<file path="config.mk">
export PLATFORM = sky130hd
export DESIGN_NAME = filter_window_ctrl
export DESIGN_NICKNAME = d
export VERILOG_FILES = /design/src/rtl/filter_window_ctrl.sv
export SDC_FILE = /design/constraint.sdc
export NUM_CORES = 1
export LEC_CHECK = 0
export CAP_MARGIN = 20
export CELL_PAD_IN_SITES_DETAIL_PLACEMENT = 1
export CELL_PAD_IN_SITES_GLOBAL_PLACEMENT = 1
export CORE_AREA = 2 2 70 89
export CTS_BUF_LIST = sky130_fd_sc_hd__clkbuf_4
export CTS_CLUSTER_SIZE = 12
export DETAILED_ROUTE_END_ITERATION = 16
export DIE_AREA = 0 0 72 91
export PLACE_DENSITY_LB_ADDON = 0.3
export SYNTH_ARGS = -nofsm -noshare
export SYNTH_HDL_FRONTEND = slang
export SYNTH_SLANG_ARGS = --single-unit
</file>
<file path="constraint.sdc">
create_clock -name clk -period 2.2 [get_ports clk]
set_input_delay 0.33 -clock clk [delete_from_list [all_inputs] [get_ports clk]]
set_output_delay 0.33 -clock clk [all_outputs]
set_load 0.05 [all_outputs]
</file>
<file path="src/rtl/filter_window_ctrl.sv">
// filter_window_ctrl
//   Raster-scan controller for a KxK sliding-window filter. Tracks the
//   column/row of the last accepted pixel, strobes the line-buffer advance,
//   and flags when a complete window sits at the datapath output.
//
//   Optional feature macro: FILTER_WINDOW_CTRL_RESYNC_EN
//     When defined, in_sof seen mid-frame restarts the frame and pulses
//     sof_err for one cycle (the sof_err port exists only in that build).
//
//   Ports
//     clk          in   single clock, rising edge
//     reset        in   asynchronous, active-high
//     in_valid     in   upstream pixel available
//     in_sof       in   start-of-frame marker, qualified by in_valid
//     in_ready     out  pixel accepted this cycle when in_valid is high
//     shift_en     out  line-buffer/window advance strobe (= accept)
//     out_ready    in   downstream accepts the current window
//     win_valid    out  full KxK window present at datapath output
//     col          out  column of the last accepted pixel
//     row          out  row of the last accepted pixel
//     frame_done   out  one-cycle pulse after the last pixel of a frame
//     busy         out  high whenever the FSM is not idle
//     sof_err      out  (RESYNC_EN only) mid-frame in_sof restart pulse
//
//   state  | meaning
//   IDLE   | waiting for an accepted pixel carrying in_sof
//   STREAM | counting pixels of the current frame
//   DONE   | single cycle after the last pixel, frame_done high
module filter_window_ctrl #(
    parameter int  IMAGE_WIDTH  = 640,
    parameter int  IMAGE_HEIGHT = 480,
    parameter int  KERNEL_SIZE  = 3,
    localparam int CW = $clog2(IMAGE_WIDTH),
    localparam int RW = $clog2(IMAGE_HEIGHT)
) (
    input  logic          clk,
    input  logic          reset,
    input  logic          in_valid,
    input  logic          in_sof,
    output logic          in_ready,
    output logic          shift_en,
    input  logic          out_ready,
    output logic          win_valid,
    output logic [CW-1:0] col,
    output logic [RW-1:0] row,
    output logic          frame_done,
    output logic          busy
`ifdef FILTER_WINDOW_CTRL_RESYNC_EN
    ,
    output logic          sof_err
`endif
);

    typedef enum logic [1:0] {
        S_IDLE   = 2'd0,
        S_STREAM = 2'd1,
        S_DONE   = 2'd2
    } state_t;

    localparam logic [CW-1:0] COL_LAST = CW'(IMAGE_WIDTH - 1);
    localparam logic [RW-1:0] ROW_LAST = RW'(IMAGE_HEIGHT - 1);
    localparam logic [CW-1:0] COL_KMIN = CW'(KERNEL_SIZE - 1);
    localparam logic [RW-1:0] ROW_KMIN = RW'(KERNEL_SIZE - 1);

    state_t        state_q;
    logic [CW-1:0] col_q;
    logic [RW-1:0] row_q;
    logic          win_valid_q;
    logic          frame_done_q;
    logic          busy_q;

    logic          accept;
    logic          col_wrap;
    logic [CW-1:0] col_d;
    logic [RW-1:0] row_d;
    logic          frame_end;
    logic          win_hit;
    logic          resync;

    // A held window blocks new pixels unless it is consumed in the same cycle,
    // which gives back-to-back throughput with no bubble.
    assign in_ready = (state_q != S_DONE) && (!win_valid_q || out_ready);
    assign accept   = in_valid && in_ready;
    assign shift_en = accept;

    always_comb begin
        col_wrap  = (col_q == COL_LAST);
        col_d     = col_wrap ? '0 : col_q + CW'(1);
        row_d     = col_wrap ? row_q + RW'(1) : row_q;
        frame_end = (row_d == ROW_LAST) && (col_d == COL_LAST);
        win_hit   = (row_d >= ROW_KMIN) && (col_d >= COL_KMIN);
    end

`ifdef FILTER_WINDOW_CTRL_RESYNC_EN
    logic sof_err_q;
    assign resync  = accept && in_sof && (state_q == S_STREAM);
    assign sof_err = sof_err_q;
`else
    assign resync  = 1'b0;
`endif

    always_ff @(posedge clk or posedge reset) begin
        if (reset) begin
            state_q      <= S_IDLE;
            col_q        <= '0;
            row_q        <= '0;
            win_valid_q  <= 1'b0;
            frame_done_q <= 1'b0;
            busy_q       <= 1'b0;
`ifdef FILTER_WINDOW_CTRL_RESYNC_EN
            sof_err_q    <= 1'b0;
`endif
        end else begin
            frame_done_q <= 1'b0;
`ifdef FILTER_WINDOW_CTRL_RESYNC_EN
            sof_err_q    <= 1'b0;
`endif
            // A window is consumed whenever out_ready is high; a qualifying
            // accept below re-arms it on the same edge.
            if (out_ready) begin
                win_valid_q <= 1'b0;
            end
            case (state_q)
                S_IDLE: begin
                    // Pixels without in_sof are shifted out but not counted.
                    if (accept && in_sof) begin
                        col_q   <= '0;
                        row_q   <= '0;
                        busy_q  <= 1'b1;
                        state_q <= S_STREAM;
                    end
                end
                S_STREAM: begin
                    if (resync) begin
                        col_q       <= '0;
                        row_q       <= '0;
                        win_valid_q <= 1'b0;
`ifdef FILTER_WINDOW_CTRL_RESYNC_EN
                        sof_err_q   <= 1'b1;
`endif
                    end else if (accept) begin
                        col_q <= col_d;
                        row_q <= row_d;
                        if (win_hit) begin
                            win_valid_q <= 1'b1;
                        end
                        if (frame_end) begin
                            frame_done_q <= 1'b1;
                            state_q      <= S_DONE;
                        end
                    end
                end
                S_DONE: begin
                    busy_q  <= 1'b0;
                    state_q <= S_IDLE;
                end
                default: begin
                    busy_q  <= 1'b0;
                    state_q <= S_IDLE;
                end
            endcase
        end
    end

    assign win_valid  = win_valid_q;
    assign col        = col_q;
    assign row        = row_q;
    assign frame_done = frame_done_q;
    assign busy       = busy_q;

endmodule

</file>
==> out/metrics.cfg <==
[run_status]
run_status = completed

[drt]
routedWlPerCell_um = 17.2
via_density_per_instance = 5.33
drt_wl_total_um = 5480
antenna_left = 0
drc = 0
vias_after_detailed_routing = 1699
drt-pass1-iter-count = 4
drtIter0Drc = 57

[clock_network]
tritoncts.num_buffers = 3
clk-insertion-delay-late_ns = 0.33
clk_pin_slew_ns = 0.15
cts-root-to-sink-buffers = 2
cts_tree = built
cts.root.buffer_cell = sky130_fd_sc_hd__clkbuf_4
number_of_h_tree_levels = 1
cts_sinks = 24

[logic_synthesis]
post_synth_top_area_cell = sky130_fd_sc_hd__dfrtp_1
postSynthNetCount = 219
synth_cell_type_count = 57
synth_common_cells = sky130_fd_sc_hd__dfrtp_1, sky130_fd_sc_hd__o21ai_1, sky130_fd_sc_hd__nand2_1, sky130_fd_sc_hd__nor2_1, sky130_fd_sc_hd__clkbuf_1
ys_warn_count = 0
synth_simple_gate_area_share_pct = 30.3
syn_area_um2 = 1780
number_of_synthesized_flops_with_an_enable_pin = 0
postSynth.asyncResetShare_pct = 100
synth_adder_area_share_pct = 2.81
synth_compound_area_share_pct = 19.7
synth-main-ff-cell = sky130_fd_sc_hd__dfrtp_1
synth_xor_area_share_pct = 4.85
synthesis.area_per_instance_um2 = 8.47
synth_seq_cells = 24
seq_area_frac_synth_pct = 33.8
synth.area.mux_share_pct = 0.563
synth_cells = 210
main_combinational_cell_family_by_area_after_synthesis = simple AND/OR/NAND/NOR gates
yosysTopAreaCellShare_pct = 33.8
synthTopCellsByArea = sky130_fd_sc_hd__dfrtp_1, sky130_fd_sc_hd__o21ai_1, sky130_fd_sc_hd__nand2_1

[cells_and_area]
final_nets = 263
multi_input_area_um2 = 1110
layout-area-overhead-vs-synth_pct = 35.3
fillCellCount = 687
regArea_um2 = 612
post-route-util_pct = 42.2
diodes = 0
final_layout_size_suffix_gt1_share_pct = 27.3
fin_area_um2 = 2410

[power]
power_density_nw_per_um2 = 769
vdd_ir_drop_max_v = 0.000536
total_leakage_power_uw = 0.000980

[floorplan]
coreArea_um2 = 5700
top_level_ports = 29
floorplan.die.width_um = 72
rows = 31
initial_core_util_pct = 31.2
die_area_um2 = 6550
die_h_um = 91

[placement]
placed_area_um2 = 2270
port_buffers = 28
dp_hpwl_um = 4170
place.gp.congestion = 0.866
preCtsSetupSlack_ns = -0.0517

[timing]
timing.final.max_slew_violations = 0
setup_viol = 0
final-hold-violation-count = 0
fin_worst_skew_ns = 0.0104
worst_pin_slew_ns = 0.510
timing.final.crit_period_ns = 2.14
grt_setup_unrepaired = true
slew-limit-headroom_pct = 65.9
maxClockFrequency_mhz = 467
timing.hold.ws_ns = 0.335
setup_tns_ns = 0
final_critical_path_setup_slack_ns = 0.0568
finalCritPeriodShare_pct = 97.4

[grt]
via_count_of_the_first_global_routing_pass = 1788
grt_antenna_before_repair = 0
wire_length_of_the_first_global_routing_pass_um = 9120
grt_util_all_layers_pct = 17.9
grt_max_degree = 25
overflow = 0

[worst_setup_path]
data_required_time_of_the_worst_path_ns = 2.48
path_class = flop to flop
worstSetupEndpointType = flop
cp.arrival_ns = 2.42
critPathLaunchType = flop
cp_max_fo = 3

[min_path]
hp-class = input pin to async pin

[flow_run]
max_cap_violations = 0

-- metal layers --
metal / global-route usage (%) / share of wire, %
met1: 22.9 / 43
met2: 31.1 / 52
met3: 1.66 / 1.9
met4: 5.82 / 2.4
met5: 0 / 0
-- worst paths after layout --
| path | from | endpoint | slack [ns] | cells after the start |
|---|---|---|---|---|
| min | reset | col[1] | 0.33 | 3 |
| max in group asynchronous | reset | row[0] | 1.59 | 3 |
| max | col[0] | frame_done | 0.06 | 7 |
| min reg2reg | state_q[1] | busy | 0.51 | 1 |
| max reg2reg | col[0] | frame_done | 0.06 | 7 |
| min in group clk | state_q[1] | busy | 0.51 | 1 |
-- worst max-delay path, stage by stage (launching register included) --
cell and delay [ns]:
sky130_fd_sc_hd__dfrtp_2 0.46, sky130_fd_sc_hd__ha_4 0.18, sky130_fd_sc_hd__xnor2_1 0.12, sky130_fd_sc_hd__or4b_4 0.49, sky130_fd_sc_hd__a2111oi_4 0.26, sky130_fd_sc_hd__o2111ai_2 0.20, sky130_fd_sc_hd__nor4_4 0.20, sky130_fd_sc_hd__nor2b_1 0.17
-- final cells by class --
cell class,instances,share of cell area [%]
sequential,24,25.4
tap,66,3.43
inverter,8,1.25
clock buffer,3,0.936
multi-input combinational,160,46.0
timing repair buffer,57,21.7
clock inverter,1,1.25
-- kinds of logic (layout without fill, tap and decap cells) --
| family | Yosys count | after routing |
|---|---|---|
| mux | 1 | 1 |
| flops | 24 | 24 |
| xor+xnor | 9 | 9 |
| compound gates | 54 | 54 |
| fa+ha+maj | 4 | 4 |
| buf+inv | 26 | 69 |
| simple gates | 92 | 92 |
-- cells in the final DEF, fill, tap and decap left out, types with 3 or more instances in the layout --
cell type,count
sky130_fd_sc_hd__clkbuf_4,3
sky130_fd_sc_hd__nor3_1,5
sky130_fd_sc_hd__xnor2_1,5
sky130_fd_sc_hd__nor2_1,17
sky130_fd_sc_hd__nand3_1,5
sky130_fd_sc_hd__and3_1,5
sky130_fd_sc_hd__dfrtp_2,9
sky130_fd_sc_hd__ha_1,3
sky130_fd_sc_hd__o21ai_0,7
sky130_fd_sc_hd__dfrtp_1,15
sky130_fd_sc_hd__nand2_1,23
sky130_fd_sc_hd__a21oi_1,6
sky130_fd_sc_hd__nand4_1,4
sky130_fd_sc_hd__o31ai_1,3
sky130_fd_sc_hd__o21ai_1,24
sky130_fd_sc_hd__nor2b_1,4
sky130_fd_sc_hd__inv_1,8
sky130_fd_sc_hd__clkdlybuf4s50_1,26
sky130_fd_sc_hd__buf_4,28
-- stage by stage --
| stage | cells | total power (uW) |
|---|---|---|
| finish | 319 | 1850 |
| global route | 319 | 1960 |
| CTS | 317 | 1800 |
| detailed placement | 313 | 1440 |
| global placement | 313 | 1430 |
| floorplan | 210 | 1150 |
-- repair_timing --
action / CTS / global route
resized for setup: 3 / 6
hold buffers: 0 / 0
setup buffers: 0 / 2
endpoints found under the setup margin: 3 / 4
pin swaps: 0 / 1
hold endpoints to repair: 0 / 0
-- power breakdown --
part | internal, uW | switching [uW]
combinational | 377 | 565
clock | 184 | 152
sequential | 504 | 70.1
-- state kept, by name, indices dropped and copies added, names as in the netlist --
name / count
row: 9
win_valid: 1
frame_done: 1
state_q: 2
busy: 1
col: 10
Power figures use the tool's default switching activity.
